`config.mk`:
```
export PLATFORM = sky130hd
export DESIGN_NAME = freq_div_prog
export DESIGN_NICKNAME = d
export VERILOG_FILES = /design/src/rtl/freq_div_prog_pkg.sv /design/src/rtl/freq_div_chan.sv /design/src/rtl/freq_div_prog.sv
export SDC_FILE = /design/constraint.sdc
export NUM_CORES = 1
export LEC_CHECK = 0
export ABC_CLOCK_PERIOD_IN_PS = 6400
export CAP_MARGIN = 10
export CORE_MARGIN = 2
export CORE_UTILIZATION = 55
export CTS_BUF_LIST = sky130_fd_sc_hd__clkbuf_4 sky130_fd_sc_hd__clkbuf_8
export DETAILED_ROUTE_END_ITERATION = 6
export HOLD_SLACK_MARGIN = 0.12
export PLACE_DENSITY = 0.76
export SKIP_CTS_REPAIR_TIMING = 1
export SYNTH_ARGS = -nofsm -noshare
export SYNTH_HDL_FRONTEND = slang
export SYNTH_SLANG_ARGS = --single-unit
export TNS_END_PERCENT = 100
```
`constraint.sdc`:
```
create_clock -name clk -period 6.4 [get_ports clk]
set_clock_uncertainty 0.1 [all_clocks]
set_input_delay 1.28 -clock clk [delete_from_list [all_inputs] [get_ports clk]]
set_output_delay 1.28 -clock clk [all_outputs]
set_load 0.02 [all_outputs]
```
`src/rtl/freq_div_prog_pkg.sv`:
```
// Shared definitions for the programmable multi-channel clock-enable generator.
package freq_div_prog_pkg;

    // Per-channel FSM encoding.
    typedef enum logic {
        ST_IDLE = 1'b0,
        ST_RUN  = 1'b1
    } chan_state_t;

    // Number of bits needed to represent the value n itself (minimum 1).
    function automatic int unsigned bits_required(input int unsigned n);
        int unsigned r;
        r = 1;
        for (int unsigned b = 1; b < 32; b++) begin
            if ((n >> b) != 0) begin
                r = b + 1;
            end
        end
        return r;
    endfunction

    // High-time loaded at reset: half the default divisor, rounded down.
    function automatic int unsigned default_high(input int unsigned div);
        return div >> 1;
    endfunction

endpackage

```
`src/rtl/freq_div_chan.sv`:
```
// One divider channel: FSM, period counter, active/shadow settings, out/tick flops.
module freq_div_chan
    import freq_div_prog_pkg::*;
#(
    parameter int unsigned DIV_W       = 8,
    parameter int unsigned DEFAULT_DIV = 32
) (
    input  logic             clk,
    input  logic             reset,
    input  logic             i_en,
    input  logic             i_sync_start,
    input  logic             i_wr,
    input  logic [DIV_W-1:0] i_wr_div,
    input  logic [DIV_W-1:0] i_wr_high,
    output logic             o_out,
    output logic             o_tick,
    output logic             o_upd_pend
);

    localparam logic [DIV_W-1:0] RST_DIV  = DIV_W'(DEFAULT_DIV);
    localparam logic [DIV_W-1:0] RST_HIGH = DIV_W'(default_high(DEFAULT_DIV));

    chan_state_t      r_state;
    chan_state_t      w_state_nxt;

    logic [DIV_W-1:0] r_cnt;
    logic [DIV_W-1:0] r_div_act;
    logic [DIV_W-1:0] r_high_act;
    logic [DIV_W-1:0] r_div_sh;
    logic [DIV_W-1:0] r_high_sh;
    logic             r_upd_pend;
    logic             r_out;
    logic             r_tick;

    logic [DIV_W-1:0] w_cnt_nxt;
    logic [DIV_W-1:0] w_div_nxt;
    logic [DIV_W-1:0] w_high_nxt;
    logic             w_pend_nxt;
    logic             w_out_nxt;
    logic             w_tick_nxt;
    logic             w_start;

    logic [DIV_W-1:0] w_cnt_inc;
    logic [DIV_W-1:0] w_div_new;
    logic [DIV_W-1:0] w_high_new;
    logic             w_last;

    // Settings a period start would adopt, and the natural end-of-period condition.
    assign w_cnt_inc  = r_cnt + DIV_W'(1);
    assign w_div_new  = r_upd_pend ? r_div_sh  : r_div_act;
    assign w_high_new = r_upd_pend ? r_high_sh : r_high_act;
    assign w_last     = (r_div_act <= DIV_W'(1)) || (r_cnt == (r_div_act - DIV_W'(1)));

    // Next-state, counter and output decode; a start with divisor 0 parks the channel in IDLE.
    always_comb begin
        w_state_nxt = r_state;
        w_cnt_nxt   = r_cnt;
        w_div_nxt   = r_div_act;
        w_high_nxt  = r_high_act;
        w_pend_nxt  = r_upd_pend;
        w_out_nxt   = 1'b0;
        w_tick_nxt  = 1'b0;
        w_start     = 1'b0;

        case (r_state)
            ST_IDLE: begin
                w_cnt_nxt = '0;
                if (i_en) begin
                    w_start = 1'b1;
                end
            end
            ST_RUN: begin
                if (!i_en) begin
                    w_state_nxt = ST_IDLE;
                    w_cnt_nxt   = '0;
                end else if (i_sync_start || w_last) begin
                    w_start = 1'b1;
                end else begin
                    w_cnt_nxt = w_cnt_inc;
                    w_out_nxt = (w_cnt_inc < r_high_act);
                end
            end
            default: begin
                w_state_nxt = ST_IDLE;
                w_cnt_nxt   = '0;
            end
        endcase

        if (w_start) begin
            w_div_nxt  = w_div_new;
            w_high_nxt = w_high_new;
            w_pend_nxt = 1'b0;
            w_cnt_nxt  = '0;
            if (w_div_new == '0) begin
                w_state_nxt = ST_IDLE;
            end else begin
                w_state_nxt = ST_RUN;
                w_tick_nxt  = 1'b1;
                w_out_nxt   = (w_high_new != '0);
            end
        end

        // A write on a start edge re-arms the pending flag for the following boundary.
        if (i_wr) begin
            w_pend_nxt = 1'b1;
        end
    end

    // FSM state register.
    always_ff @(posedge clk or posedge reset) begin
        if (reset) begin
            r_state <= ST_IDLE;
        end else begin
            r_state <= w_state_nxt;
        end
    end

    // Counter, active settings and registered outputs.
    always_ff @(posedge clk or posedge reset) begin
        if (reset) begin
            r_cnt      <= '0;
            r_div_act  <= RST_DIV;
            r_high_act <= RST_HIGH;
            r_upd_pend <= 1'b0;
            r_out      <= 1'b0;
            r_tick     <= 1'b0;
        end else begin
            r_cnt      <= w_cnt_nxt;
            r_div_act  <= w_div_nxt;
            r_high_act <= w_high_nxt;
            r_upd_pend <= w_pend_nxt;
            r_out      <= w_out_nxt;
            r_tick     <= w_tick_nxt;
        end
    end

    // Shadow settings capture; last write before the boundary wins.
    always_ff @(posedge clk or posedge reset) begin
        if (reset) begin
            r_div_sh  <= '0;
            r_high_sh <= '0;
        end else if (i_wr) begin
            r_div_sh  <= i_wr_div;
            r_high_sh <= i_wr_high;
        end
    end

    assign o_out      = r_out;
    assign o_tick     = r_tick;
    assign o_upd_pend = r_upd_pend;

endmodule

```
`src/rtl/freq_div_prog.sv`:
```
// Multi-channel programmable divider: write decode, sync fan-out, channel array.
module freq_div_prog
    import freq_div_prog_pkg::*;
#(
    parameter  int unsigned NCH         = 4,
    parameter  int unsigned DIV_W       = 8,
    parameter  int unsigned DEFAULT_DIV = 32,
    localparam int unsigned CH_W        = bits_required(NCH)
) (
    input  logic             clk,
    input  logic             reset,
    input  logic [NCH-1:0]   en,
    input  logic             sync_start,
    input  logic             wr_en,
    input  logic [CH_W-1:0]  wr_ch,
    input  logic [DIV_W-1:0] wr_div,
    input  logic [DIV_W-1:0] wr_high,
    output logic [NCH-1:0]   out,
    output logic [NCH-1:0]   tick,
    output logic [NCH-1:0]   upd_pend
);

    logic [NCH-1:0] w_wr_sel;

    // One channel per index; out-of-range wr_ch matches no channel and is dropped.
    for (genvar gi = 0; gi < NCH; gi++) begin : g_chan
        assign w_wr_sel[gi] = wr_en && (wr_ch == CH_W'(gi));

        freq_div_chan #(
            .DIV_W       (DIV_W),
            .DEFAULT_DIV (DEFAULT_DIV)
        ) u_chan (
            .clk          (clk),
            .reset        (reset),
            .i_en         (en[gi]),
            .i_sync_start (sync_start),
            .i_wr         (w_wr_sel[gi]),
            .i_wr_div     (wr_div),
            .i_wr_high    (wr_high),
            .o_out        (out[gi]),
            .o_tick       (tick[gi]),
            .o_upd_pend   (upd_pend[gi])
        );
    end

endmodule

```
Word level (Yosys, flattened, before mapping)
Cells that the tools add are included.

storage, ports and cells
  input port bits = 27
  register bits after elaboration = 176
  output and inout port bits = 12
  logic and storage cells = 176

cells by class
  magnitude comparators = 8
  reduce and logical (&&, ||, !) cells = 25
  eq/ne operators = 11
  $add $sub $neg = 8
  bitwise logic cells = 4
  multiplexer cells = 84

operator list
  kind                                                                    count
  8-bit 2-to-1 mux                                                        20
  8-bit case mux with 2 select lines                                      4
  1-bit 2-to-1 mux                                                        56
  8-bit by 1-bit adder with 8-bit output (second input constant)          4
  8-bit equality test                                                     4
  8-bit by 1-bit <= comparator with 1-bit output (second input constant)  4
  8-bit logical NOT                                                       4
  8-bit < comparator                                                      4
  8-bit nonzero test                                                      4
  8-bit by 1-bit subtractor with 8-bit output (second input constant)     4
  4-bit inequality test (second input constant)                           4
  1-bit logical OR                                                        8
  1-bit case mux with 2 select lines                                      4
  2-bit nonzero test                                                      4
  3-bit by 2-bit equality test with 1-bit output (second input constant)  2
  1-bit logical AND                                                       4
  1-bit NOT                                                               4
  3-bit by 1-bit equality test with 1-bit output (second input constant)  1
  3-bit logical NOT                                                       1

Logic depth before layout (Yosys ltp)
  word-level depth = 9
  mapped depth = 10
  gate-level depth less buffers = 9

Modules after synthesis
Synthesis repeated with hierarchy kept, for this count alone.

unflattened totals
  cells, all modules = 980
  area, all modules = 9699.3 µm²

by module, submodules not included
  module         instances  cells each  seq. area each (µm²)  area each (µm²)
  freq_div_chan  4          244         1103.6                2412.3
  freq_div_prog  1          4           0.0                   50.0

Worst setup path after synthesis
No wires, ideal clock.

  path type = input -> register
  from = input port wr_en
  to = register g_chan[0].u_chan.r_div_sh[0]
  path buffers = 1
  library setup time = 125 ps
  required time = 6175 ps
  cell stages on the path = 4
  data arrival time = 2902 ps
  path slack = 3273 ps
  cell sequence = nor2b_1 > nor3b_1 > clkbuf_1 > mux2_2

between the ends
  word-level cells in the longest chain between the ends = 1

ends and longest elaborated chain
  what                  line                  RTL
  from (decl)           freq_div_prog.sv:14   input logic wr_en,
  1-bit logical AND     freq_div_prog.sv:27   assign w_wr_sel[gi] = wr_en && (wr_ch == CH_W'(gi));
  to (signal assigned)  freq_div_chan.sv:143  r_div_sh <= i_wr_div;
  to (decl)             freq_div_chan.sv:29   logic [DIV_W-1:0] r_div_sh;

No other way between the ends.
A chain may end at the register's enable or synchronous reset.

Final worst setup path
  from = input port sync_start
  to = register g_chan[0].u_chan.r_div_act[0]

between the ends
  word-level cells in the longest chain between the ends = 4

ends and longest elaborated chain
  what                                line                  RTL
  from (decl)                         freq_div_prog.sv:13   input logic sync_start,
  1-bit logical OR                    freq_div_chan.sv:76   end else if (i_sync_start || w_last) begin
  1-bit 2-to-1 mux                    freq_div_chan.sv:76
  1-bit 2-to-1 mux                    freq_div_chan.sv:73   if (!i_en) begin
  1-bit case mux with 2 select lines  freq_div_chan.sv:65   case (r_state)
  to (signal assigned)                freq_div_chan.sv:129  r_div_act <= w_div_nxt;
  to (decl)                           freq_div_chan.sv:27   logic [DIV_W-1:0] r_div_act;

No other way between the ends.

==> flow_summary.toml <==
[floorplanning]
fp.dieW_um = 133
dieArea_um2 = 17800
ios = 39
core_um2 = 16500
start_util_pct = 55.9
num_rows = 47
chipHeight_um = 133

[synth]
syn-num-nets = 843
synth-async-reset-ratio_pct = 100
synth_area_um2 = 9200
avgSynthCellArea_um2 = 11.9
ys_warn_count = 0
synthFlopType = "dfrtp_1"
synth_top_cell_area_share_pct = 45.7
synth_top_area_cell = "dfrtp_1"
synth_edf_count = 0
synth_cell_types = 70
ys_seq_elements = 176
ys_seq_area_share_pct = 48.0
ys_top_cells_by_area = "dfrtp_1 (46%), mux2_2 (13%), ha_1 (5.4%)"
syn-instance-count = 776

[placed_design]
port_buffers = 38
gp_congestion = 0.879
hpwl_um = 13800

[routing]
dr_wl_met3_um = 579
dr.max_layer_used = "met4"
wirelength_um = 18800
drc = 0
antenna_left = 0
routedWlPerCell_um = 18.2
firstDrtPassIters = 4
drt_iter0_drc = 329
vias = 5980
wl_met1_um = 8260
viasPerCell = 5.79
met2_length_um = 9540

[grt]
gr-total-overflow = 0
grt_usage_pct = 22.2
grt_antenna_before_repair = 0
grt_first_pass_wirelength_um = 31300
grt_max_degree = 127
grt_pass1_vias = 6278

[sta]
drv_slew = 0
worst_pin_slew_ns = 1.11
report.final.hold_viol_count = 0
rsz0062_at_grt = "no"
setup_viol = 0
slew_headroom_pct = 26.2
period_minus_slack_ns = 3.73
tns_ns = 0
fmax_mhz = 268
hold_ws_ns = 0.415
post-route-period-util_pct = 58.2

[clock_network]
root_buffer = "clkbuf_8"
cts_tree = "done"
cts_buffers = 17
clk_latency_ns = 0.46
htree_num_levels = 4
clk_path_buf_depth = 2
clk_pin_slew_worst_paths_ns = 0.09
cts.sink_count = 176

[power_and_ir_drop]
p_sw_mw = 1.35
ir_drop_v = 0.000182
power_frac_comb_pct = 32.2
p_sw_share_pct = 34.8
leakage_nw = 4.48
power_frac_clock_pct = 21.6
power_density_nw_per_um2 = 385
p_int_mw = 2.53
seqPwrFrac_pct = 46.1

[setup_path]
crit_path_top_delay_cell = "a41oi_1"
worstPathRequired_ns = 6.65
slowest_delay_ns = 0.70
path_cells = "clkdlybuf4s50_1, inv_1, o211ai_1, a41oi_1, nand3b_1, mux2_2"
arrival_ns = 3.97
criticalPathCategory = "input port to flip-flop"
r2r_slack_ns = 2.84
reg2reg_depth = 8
r2r-end = "g_chan[0].u_chan.r_div_act[0]$_DFFE_PP0N_"
crit_buf_inv = 2
crit-reg2reg-launch = "g_chan[0].u_chan.r_div_act[0]$_DFFE_PP0N_"
critPathTopFamily = "compound AO/OA/AOI/OAI gates"
crit_fanout = 16
startpoint_type = "input port"
worstSetupEndpointType = "flip-flop"

[finish]
multi_input_area_um2 = 4360
layout.nets = 866
seqCellArea_um2 = 4410
drive_gt1_share_pct = 22.9
n_antenna_cell = 0
fillerInstances = 1299
area_growth_pct = 9.55

[job]
cap_violations = 0

[worst_hold_path]
hold_path_startpoint = "g_chan[3].u_chan.r_high_act[2]$_DFFE_PP0N_"
whs_path_depth = 1
hold_class = "flip-flop to flip-flop"
whs_endpoint = "g_chan[3].u_chan.r_high_act[2]$_DFFE_PP0N_"

[outcome]
status = "complete, no violations"
registers in the layout, summed over array words and instances, names as in the netlist, 32 cells and up:
register / flops
g_chan.u_chan.r_high_sh: 32
g_chan.u_chan.r_div_sh: 32
g_chan.u_chan.r_high_act: 32
g_chan.u_chan.r_cnt: 32
g_chan.u_chan.r_div_act: 32
cells by family after synthesis:
| group | synth area share, % |
|---|---|
| simple gates | 11.8 |
| flops | 48.0 |
| mux | 16.8 |
| compound gates | 7.14 |
| buf+inv | 4.68 |
| xor+xnor | 6.19 |
| fa+ha+maj | 5.44 |
cell usage in the layout, fill, tap and decap left out, types with 20 or more instances in the layout:
master / count
clkdlybuf4s50_1: 38
dfrtp_1: 168
ha_1: 40
inv_1: 46
mux2_2: 104
mux2_4: 20
nand3_1: 22
nor2_1: 39
nor2b_1: 22
nor4_1: 22
xnor2_1: 39
xor2_1: 26
worst register-to-register path, delay by kind of cell (launching register included):
kind	cells	cell delay, ns
flip-flops	1	0.49
buffers and inverters	1	0.07
AND/OR/NAND/NOR	1	0.78
adder cells (fa/ha/maj)	1	0.27
multiplexers	1	0.51
AO/OA/AOI/OAI	4	1.24
power by group through the flow:
| stage | registers [mW] | clock network (mW) | logic (mW) |
|---|---|---|---|
| 6_report | 1.79 | 0.838 | 1.25 |
| 3_3_place_gp | 1.79 | 0 | 1.18 |
| 4_1_cts | 1.79 | 0.847 | 1.26 |
| 5_1_grt | 1.84 | 0.896 | 1.39 |
| 3_5_place_dp | 1.81 | 0 | 1.25 |
| 2_1_floorplan | 1.67 | 0 | 1.06 |
metal layers:
layer  vias to the layer above  track usage (%)
li1                       2787                -
met1                      3039             29.2
met2                       121             38.1
met3                        33             3.35
met4                         0             7.09
met5                         -                0
cells in the mapped netlist, types with 8 or more instances:
| library cell | count |
|---|---|
| ha_1 | 40 |
| xor2_1 | 26 |
| mux2_2 | 104 |
| and3_1 | 12 |
| nand3_1 | 22 |
| mux2_4 | 20 |
| buf_4 | 15 |
| nor2_1 | 39 |
| nor3_1 | 12 |
| o21ai_0 | 16 |
| dfrtp_1 | 168 |
| nand2_1 | 17 |
| inv_1 | 47 |
| a21oi_1 | 13 |
| xnor2_1 | 39 |
| nor2b_1 | 22 |
| clkbuf_1 | 13 |
| nor4_1 | 22 |
| dfstp_2 | 8 |
stage by stage:
stage	power [mW]	instance area, um^2	setup slack, ns	cells	util (%)
floorplan	2.72	9200	0.260	776	-
CTS	3.89	10100	2.72	1031	61.1
finish	3.88	10100	2.67	1032	61.2
detailed placement	3.06	9630	2.23	999	58.5
global route	4.12	10100	2.54	1032	61.2
global placement	2.96	9630	2.36	999	58.5
cell type report:
| type | count | area share, % |
|---|---|---|
| multi-input cells | 516 | 43.3 |
| clock buffers | 18 | 2.46 |
| repair buffers | 41 | 4.03 |
| flip-flops and latches | 176 | 43.8 |
| inverters | 47 | 1.80 |
| well taps | 220 | 2.73 |
| clock inverters | 14 | 1.91 |
how the worst max path moves through the flow:
stage | slack, ns | depth (start not counted) | startpoint | end
6_report | 2.67 | 6 | sync_start | g_chan[0].u_chan.r_div_act[0]$_DFFE_PP0N_
3_3_place_gp | 2.36 | 6 | sync_start | g_chan[0].u_chan.r_high_act[6]$_DFFE_PP0N_
4_1_cts | 2.72 | 6 | sync_start | g_chan[0].u_chan.r_div_act[0]$_DFFE_PP0N_
2_1_floorplan | 0.26 | 1 | reset | g_chan[0].u_chan.o_out$_DFF_PP0_
5_1_grt | 2.54 | 8 | g_chan[0].u_chan.r_div_act[0]$_DFFE_PP0N_ | g_chan[0].u_chan.r_div_act[0]$_DFFE_PP0N_
3_5_place_dp | 2.23 | 6 | sync_start | g_chan[0].u_chan.r_div_act[0]$_DFFE_PP0N_
No activity file was read; power rests on OpenSTA's default activity.
